<file path="src/rtl/load_store_unit.sv">
// Load/store unit: CPU byte/half/word requests onto a single-cycle word-addressed memory port.
// Latency from acceptance to resp_valid: error 1, load 2, word store 2, sub-word store (read-modify-write) 3 cycles.
// Backpressure: req_ready high only in IDLE; no response backpressure (resp_valid is a one-cycle pulse).
//
// Ports:
//   clk, reset           clock, asynchronous active-low reset
//   req_*                request handshake (valid/ready) with write, size, unsigned, addr, wdata
//   resp_*               completion pulse, extended load data, error flag
//   mem_*                word-addressed memory port: address, write data/strobe, read enable, read data
// Build option: define LSU_MISALIGN_CHECK_EN to reject misaligned halfword/word accesses.
module load_store_unit #(
    parameter int MEM_WORDS = 1025
) (
    input  logic        clk,
    input  logic        reset,
    input  logic        req_valid,
    output logic        req_ready,
    input  logic        req_write,
    input  logic [1:0]  req_size,
    input  logic        req_unsigned,
    input  logic [31:0] req_addr,
    input  logic [31:0] req_wdata,
    output logic        resp_valid,
    output logic [31:0] resp_rdata,
    output logic        resp_err,
    output logic [31:0] mem_address,
    output logic [31:0] mem_write_data,
    output logic        mem_write,
    output logic        mem_read,
    input  logic [31:0] mem_data_in
);

    typedef enum logic [2:0] {
        S_IDLE,
        S_READ,
        S_RMW_READ,
        S_WRITE,
        S_RESP
    } state_t;

    state_t      state;
    logic [1:0]  lane_q;
    logic [1:0]  size_q;
    logic        uns_q;
    logic [15:0] wdata_q;   // only the low half is needed after acceptance (word stores use req_wdata directly)

    logic [31:0] req_idx;
    logic        req_err;
    logic [7:0]  rd_byte;
    logic [15:0] rd_half;
    logic [31:0] load_ext;
    logic [31:0] merged;

    assign req_ready = (state == S_IDLE);
    assign req_idx   = {2'b00, req_addr[31:2]};

    // Request rejection; out-of-range index is always an error.
    always_comb begin
        req_err = 1'b0;
        if (req_size == 2'b11)
            req_err = 1'b1;
        if (req_idx >= 32'(MEM_WORDS))
            req_err = 1'b1;
`ifdef LSU_MISALIGN_CHECK_EN
        if (req_size == 2'b01 && req_addr[0])
            req_err = 1'b1;
        if (req_size == 2'b10 && req_addr[1:0] != 2'b00)
            req_err = 1'b1;
`endif
    end

    // Lane extraction for loads and lane merge for sub-word stores.
    always_comb begin
        case (lane_q)
            2'd0:    rd_byte = mem_data_in[7:0];
            2'd1:    rd_byte = mem_data_in[15:8];
            2'd2:    rd_byte = mem_data_in[23:16];
            default: rd_byte = mem_data_in[31:24];
        endcase
        rd_half = lane_q[1] ? mem_data_in[31:16] : mem_data_in[15:0];

        case (size_q)
            2'b00:   load_ext = uns_q ? {24'h0, rd_byte} : {{24{rd_byte[7]}}, rd_byte};
            2'b01:   load_ext = uns_q ? {16'h0, rd_half} : {{16{rd_half[15]}}, rd_half};
            default: load_ext = mem_data_in;
        endcase

        merged = mem_data_in;
        if (size_q == 2'b00) begin
            case (lane_q)
                2'd0:    merged[7:0]   = wdata_q[7:0];
                2'd1:    merged[15:8]  = wdata_q[7:0];
                2'd2:    merged[23:16] = wdata_q[7:0];
                default: merged[31:24] = wdata_q[7:0];
            endcase
        end else if (lane_q[1]) begin
            merged[31:16] = wdata_q;
        end else begin
            merged[15:0] = wdata_q;
        end
    end

    always_ff @(posedge clk or negedge reset) begin
        if (!reset) begin
            state          <= S_IDLE;
            lane_q         <= 2'b00;
            size_q         <= 2'b00;
            uns_q          <= 1'b0;
            wdata_q        <= 16'h0;
            resp_valid     <= 1'b0;
            resp_rdata     <= 32'h0;
            resp_err       <= 1'b0;
            mem_address    <= 32'h0;
            mem_write_data <= 32'h0;
            mem_write      <= 1'b0;
            mem_read       <= 1'b0;
        end else begin
            case (state)
                S_IDLE: begin
                    if (req_valid) begin
                        lane_q      <= req_addr[1:0];
                        size_q      <= req_size;
                        uns_q       <= req_unsigned;
                        wdata_q     <= req_wdata[15:0];
                        mem_address <= req_idx;
                        resp_rdata  <= 32'h0;
                        resp_err    <= 1'b0;
                        if (req_err) begin
                            resp_err   <= 1'b1;
                            resp_valid <= 1'b1;
                            state      <= S_RESP;
                        end else if (!req_write) begin
                            mem_read <= 1'b1;
                            state    <= S_READ;
                        end else if (req_size == 2'b10) begin
                            mem_write      <= 1'b1;
                            mem_write_data <= req_wdata;
                            state          <= S_WRITE;
                        end else begin
                            mem_read <= 1'b1;
                            state    <= S_RMW_READ;
                        end
                    end
                end
                S_READ: begin
                    mem_read   <= 1'b0;
                    resp_rdata <= load_ext;
                    resp_valid <= 1'b1;
                    state      <= S_RESP;
                end
                S_RMW_READ: begin
                    mem_read       <= 1'b0;
                    mem_write_data <= merged;
                    mem_write      <= 1'b1;
                    state          <= S_WRITE;
                end
                S_WRITE: begin
                    // Memory commits the word at this edge.
                    mem_write  <= 1'b0;
                    resp_valid <= 1'b1;
                    state      <= S_RESP;
                end
                S_RESP: begin
                    resp_valid <= 1'b0;
                    resp_err   <= 1'b0;
                    state      <= S_IDLE;
                end
                default: state <= S_IDLE;
            endcase
        end
    end

endmodule

</file>
<file path="config.mk">
export PLATFORM = sky130hd
export DESIGN_NAME = load_store_unit
export DESIGN_NICKNAME = d
export VERILOG_FILES = /design/src/rtl/load_store_unit.sv
export SDC_FILE = /design/constraint.sdc
export NUM_CORES = 1
export LEC_CHECK = 0
export ABC_AREA = 1
export BUFFER_PORTS_ARGS = -buffer_cell sky130_fd_sc_hd__buf_2
export CAP_MARGIN = 30
export CORE_UTILIZATION = 47
export CTS_BUF_LIST = sky130_fd_sc_hd__clkbuf_16
export DETAILED_ROUTE_END_ITERATION = 8
export HOLD_SLACK_MARGIN = 0.15
export PLACE_DENSITY_LB_ADDON = 0.2
export SLEW_MARGIN = 20
export SYNTH_ARGS = -nofsm -noshare
export SYNTH_HDL_FRONTEND = slang
export SYNTH_SLANG_ARGS = --single-unit
</file>
<file path="constraint.sdc">
create_clock -name clk -period 1.52 [get_ports clk]
set_input_delay 0 -clock clk [delete_from_list [all_inputs] [get_ports clk]]
set_output_delay 0 -clock clk [all_outputs]
set_load 0.02 [all_outputs]
</file>
* After elaboration in Yosys (flattened, before gate mapping) *
Cells that the tools add are included.

cells by class
  $lt $le $gt $ge = 1
  equality and inequality tests = 15
  muxes and demuxes = 42
  reductions and logical operators = 19

operators by type and width
  cell                                                                     number
  32-bit two-way mux                                                       8
  32-bit one-hot mux with 2 select lines                                   3
  16-bit two-way mux                                                       3
  8-bit two-way mux                                                        4
  30-bit by 11-bit >= comparator with 1-bit output, second input constant  1
  8-bit one-hot mux with 3 select lines                                    1
  1-bit two-way mux                                                        15
  5-bit AND reduction                                                      2
  3-bit one-hot mux with 3 select lines                                    1
  2-bit nonzero test                                                       4
  2-bit equality test, second input constant                               3
  3-bit by 2-bit equality test with 1-bit output, second input constant    2
  3-bit two-way mux                                                        2
  2-bit by 1-bit inequality test with 1-bit output, second input constant  3
  1-bit one-hot mux with 3 select lines                                    2
  2-bit AND reduction                                                      3
  3-bit nonzero test                                                       2
  2-bit by 1-bit equality test with 1-bit output, second input constant    2
  2-bit logical NOT                                                        2
  2-bit inequality test, second input constant                             2
  1-bit one-hot mux with 2 select lines                                    2
  4-bit AND reduction                                                      1
  2-bit OR reduction                                                       2
  3-bit by 1-bit equality test with 1-bit output, second input constant    1
  other kinds (6)                                                          6

word-level totals
  flip-flop bits (word level) = 122
  output and inout bits = 101

* Logic depth before layout (Yosys ltp) *
  depth in word-level cells = 6
  mapped depth = 11
  gate-level depth less buffers = 10

* Least setup slack after synthesis *
Ideal clock, no wire load.

  path type = register to register
  start = register state[1]
  end = register mem_write_data[19]
  arrival = 1.448 ns
  required time = 1.403 ns
  path slack = -0.045 ns
  stages on the path, launching flop included = 12
  period minus slack after synthesis = 1.565 ns
  cells stage by stage = dfrtp_1 -> nor2_2 -> nand2_2 -> inv_2 -> nand2_1 -> nor2_2 -> nand2_1 -> nand2_2 -> nand2_2 -> buf_2 -> nand2_1 -> nand2_1

between the ends
  cells in the longest elaborated chain, start to end = 3
  elaborated cells between the ends (all ways) = 9
  classes of those cells = 5 x eq/ne; 1 x mux; 3 x reduce/logical

ends and longest elaborated chain
  element                                                                                    line  RTL
  start, declared                                                                            41    state_t state;
  start signal, assigned                                                                     105   state <= S_IDLE;
  start signal, assigned                                                                     131   state <= S_RESP;
  start signal, assigned                                                                     134   state <= S_READ;
  3-bit logical NOT *                                                                        -
  net req_ready                                                                              17    output logic req_ready,
  2-bit by 1-bit inequality test with 1-bit output (no source line) (tied with other cells)  -
  5-bit AND reduction (no source line)                                                       -
  end signal, assigned                                                                       137   mem_write_data <= req_wdata;
  end signal, assigned                                                                       153   mem_write_data <= merged;
  end, declared                                                                              27    output logic [31:0] mem_write_data,

The timed path passes the listed nets; every way through them passes the cells marked *.
A chain may end at the register's enable or synchronous reset.

* Worst setup path in the final report *
  start = register state[1]
  end = register mem_write_data[2]

between the ends
  cells in the longest elaborated chain, start to end = 3
  elaborated cells between the ends (all ways) = 9
  classes of those cells = 5 x eq/ne; 1 x mux; 3 x reduce/logical

ends and longest elaborated chain
  element                                                                                     line  RTL
  3-bit logical NOT / 3-bit by 2-bit equality test with 1-bit output (equally long branches)  118   case (state)
  2-bit by 1-bit inequality test with 1-bit output (no source line) (tied with other cells)   -
  5-bit AND reduction (no source line)                                                        -

Parallel ways exist; a longest one is shown, timed or not.

==> results_dict.tcl <==
set metrics [dict create \
    final.period_utilization 1.06 \
    timing.final.crit_period_ns 1.60 \
    clkSlewWorstSetupHoldPaths_ns 0.06 \
    post_synth.cell_area_avg_sq_um 7.05 \
    syn_warnings 0 \
    worst-endpoint-required_ns 1.88 \
    floorplan.die_area_sq_mm 0.0151 \
    cp_num_buf_inv 2 \
    cts-buffers-inserted 17 \
    drtAntennaViolNets 0 \
    pin_count_of_the_biggest_net_entering_global_routing 64 \
    crit_path_cell_trace "nor2_4, nand2_4, inv_4, nand2_2, nor2_4, nand2_4, nand2_8, clkbuf_16, nand3_1, nand2_1" \
    dpl_worst_slack_ns -0.137 \
    static_leakage_nw 5.72 \
    grt_util_all_layers 0.315 \
    stdcell_area_sq_mm 0.0108 \
    violations "negative hold slack, negative setup slack" \
    hold_path.class "input pin to register" \
    timing.setup.critical_path_class "register to register" \
    fmaxAchievable_mhz 623 \
    cellPowerDensity_mw_per_mm2 1760 \
    yosys_register_bits 122 \
    max-vdd-ir-drop_mv 1.17 \
    portBuffers 201 \
    gp_congestion 0.938 \
    synthDistinctLibCells 30 \
    crit_path_max_fanout 7 \
    critical_path.max_stage_delay_ns 0.45 \
    synthFlopType "dfrtp_1" \
    antenna_found_initial 0 \
    first_pass_grt_wire_length_um 36000 \
    finish_stage_setup_viols 88 \
    synth_async_sr_flop_share 1.00 \
    globalRouteOverflowTotal 0 \
    timing.critical_path.max_delay_family "simple AND/OR/NAND/NOR gates" \
    drt_iter0_markers 762 \
    ctsRootBufferMaster "clkbuf_16" \
    start_util 0.489 \
    clock_tree_from_tritoncts "built" \
    design.final.nets 1431 \
    finalHoldViolCount 4 \
    cts.htree.levels 4 \
    cts_num_sinks 122 \
    rsz0062_at_grt "yes" \
    fp-row-count 43 \
    post_synth_instance_area_sq_mm 0.00686 \
    max_capacitance_violation_count 0 \
    drive_above_1_share 0.318 \
    max-clock-path-buffers 2 \
    run_status "finished with violations" \
    core_sq_mm 0.0140 \
    setup_tns_ns -3.65 \
    via_count 8247 \
    cell_area_after_placement_sq_mm 0.00849 \
    end_kind "register" \
    worst-endpoint-arrival_ns 1.96 \
    worst_hold_slack_ns -0.206 \
    start_kind "register" \
    post_drt_via_cell_ratio 5.42 \
    critical_path.slowest_cell "dfrtp_2" \
    num_antenna_cells 0 \
    synth_enable_flop_cells 0 \
    dp_hpwl_um 16100 \
    ioPinCount 204 \
    total_routed_wirelength_um 25800 \
    number_of_instances_in_the_synthesized_netlist 973 \
    firstDrtPassIters 5 \
    syn_to_final_growth_pct 57.6 \
    fin_ws_ns -0.0848 \
    synth_sequential_area_ratio 0.445 \
    detail_route.drc_violations 0 \
    avgRoutedWirePerCell_um 17.0 \
    dieWidth_um 123 \
    worst_clock_skew_ns 0.00887 \
    count_of_final_max_slew_check_failures 0 \
    worst_skew_pair.late_latency_ns 0.42 \
    die_h_um 123 \
    vias_in_the_first_global_route 7494 \
]
[cell usage in the layout, fill, tap and decap left out, types with 3 or more instances in the layout]
cell type / n
o21ai_2: 3
o21a_1: 8
buf_4: 45
clkinvlp_4: 6
buf_6: 17
nand4_1: 4
o21ai_0: 32
inv_1: 62
nand2_1: 377
nor2_2: 3
o22ai_1: 9
buf_12: 17
nand2_2: 49
inv_4: 3
a21oi_1: 27
dlygate4sd3_1: 99
nor2_4: 9
buf_2: 201
dfrtp_2: 4
clkinv_2: 4
nor2_1: 32
a22o_1: 4
o21ai_1: 21
nand3_2: 17
clkinv_1: 3
clkbuf_16: 23
buf_8: 4
nand3_1: 76
dfrtp_1: 118
nand2_4: 5
o211ai_1: 36
nand2_8: 3
inv_2: 5
[metal layers]
metal | part of all wire | wire length [um] | track usage
met5 | 0 | 0 | 0
met1 | 0.39 | 9930 | 0.377
met2 | 0.51 | 13100 | 0.542
met4 | 0.036 | 918 | 0.146
met3 | 0.072 | 1840 | 0.0637
[area by class of cell]
class	instances	area (sq um)
multi-input combinational	726	3600
fill	985	3230
timing repair buffer	389	3080
sequential	122	3060
clock buffer	17	425
inverter	72	293
tap	180	225
clock inverter	15	134
[cells by family (layout without fill, tap and decap cells)]
logic type / count (synthesis) / after routing / share of synthesized area
and+or+nand+nor: 578 / 580 / 0.347
AOI/OAI and AO/OA: 144 / 144 / 0.126
buffers and inverters: 128 / 493 / 0.0808
DFF: 122 / 122 / 0.445
other: 1 / 2 / 0.000547
[metrics by stage]
stage                util  power (mW)  std cells  hold WS (ns)
global placement    0.605        13.5       1365        -0.193
global route        0.770        20.2       1521        -0.202
floorplan               -        10.4        974        -0.296
finish              0.770        19.1       1521        -0.206
detailed placement  0.605        13.7       1365        -0.195
CTS                 0.713        17.8       1491        -0.217
[synth_stat cells, types with 3 or more instances]
master    number  area (sq um)
nor2_2         4          25.0
clkbuf_1      18          67.6
o211ai_1      36           270
nor2_1        36           135
o21a_1         8          60.1
o21ai_0       45           225
buf_2         29           145
inv_1         65           244
nand2_1      427          1600
nand2_2        6          37.5
inv_2          7          26.3
o22ai_1        9          56.3
dfrtp_1      122          3050
nand3_1       91           455
o21ai_1       11          55.1
nor2_4         3          33.8
a22o_1         4          35.0
nand4_1        4          25.0
a21oi_1       28           140
buf_4          8          60.1
[path summary, 6_finish.rpt]
check	from	to	slack, ns	cells past startpoint
worst max register to register	state[1]$_DFFE_PN0P_	mem_write_data[2]$_DFFE_PN0P_	-0.08	10
min in group asynchronous	reset	resp_rdata[21]$_DFFE_PN0P_	0.14	3
worst min register to register	mem_address[20]$_DFFE_PN0P_	mem_address[20]$_DFFE_PN0P_	0.47	2
worst min-delay path	req_addr[24]	mem_address[22]$_DFFE_PN0P_	-0.21	3
worst max-delay path	state[1]$_DFFE_PN0P_	mem_write_data[2]$_DFFE_PN0P_	-0.08	10
max in group asynchronous	reset	resp_rdata[22]$_DFFE_PN0P_	0.93	3
[flip-flops by register name, summed over array words and instances (netlist names)]
| register | flops |
|---|---|
| mem_write_data | 32 |
| mem_address | 30 |
| state | 3 |
| lane_q | 2 |
| size_q | 2 |
| resp_rdata | 32 |
| mem_write | 1 |
| mem_read | 1 |
| resp_valid | 1 |
| uns_q | 1 |
| resp_err | 1 |
| wdata_q | 16 |
[worst reg2reg max path: cells and delay by family, from the launching register on]
family                 cells  cell delay (ns)
and+or+nand+nor            8             0.85
DFF                        1             0.45
buffers and inverters      2             0.25
[power breakdown]
| group | total, mW | leakage, nW | internal [mW] | switching (mW) |
|---|---|---|---|---|
| clock network | 3.87 | 0.269 | 2.37 | 1.49 |
| registers | 5.19 | 1.55 | 4.36 | 0.832 |
| logic | 10.0 | 3.90 | 4.00 | 6.02 |
| total | 19.1 | 5.72 | 10.7 | 8.34 |
[repair_timing]
item | in CTS | in global routing
setup buffers | 4 | 11
hold endpoints to repair | 242 | 15
resized for setup | 7 | 133
cloned | 1 | 10
hold buffers | 89 | 10
setup endpoints to repair | 71 | 99
pin swaps | 2 | 43
(Power assumes the default switching activity.)
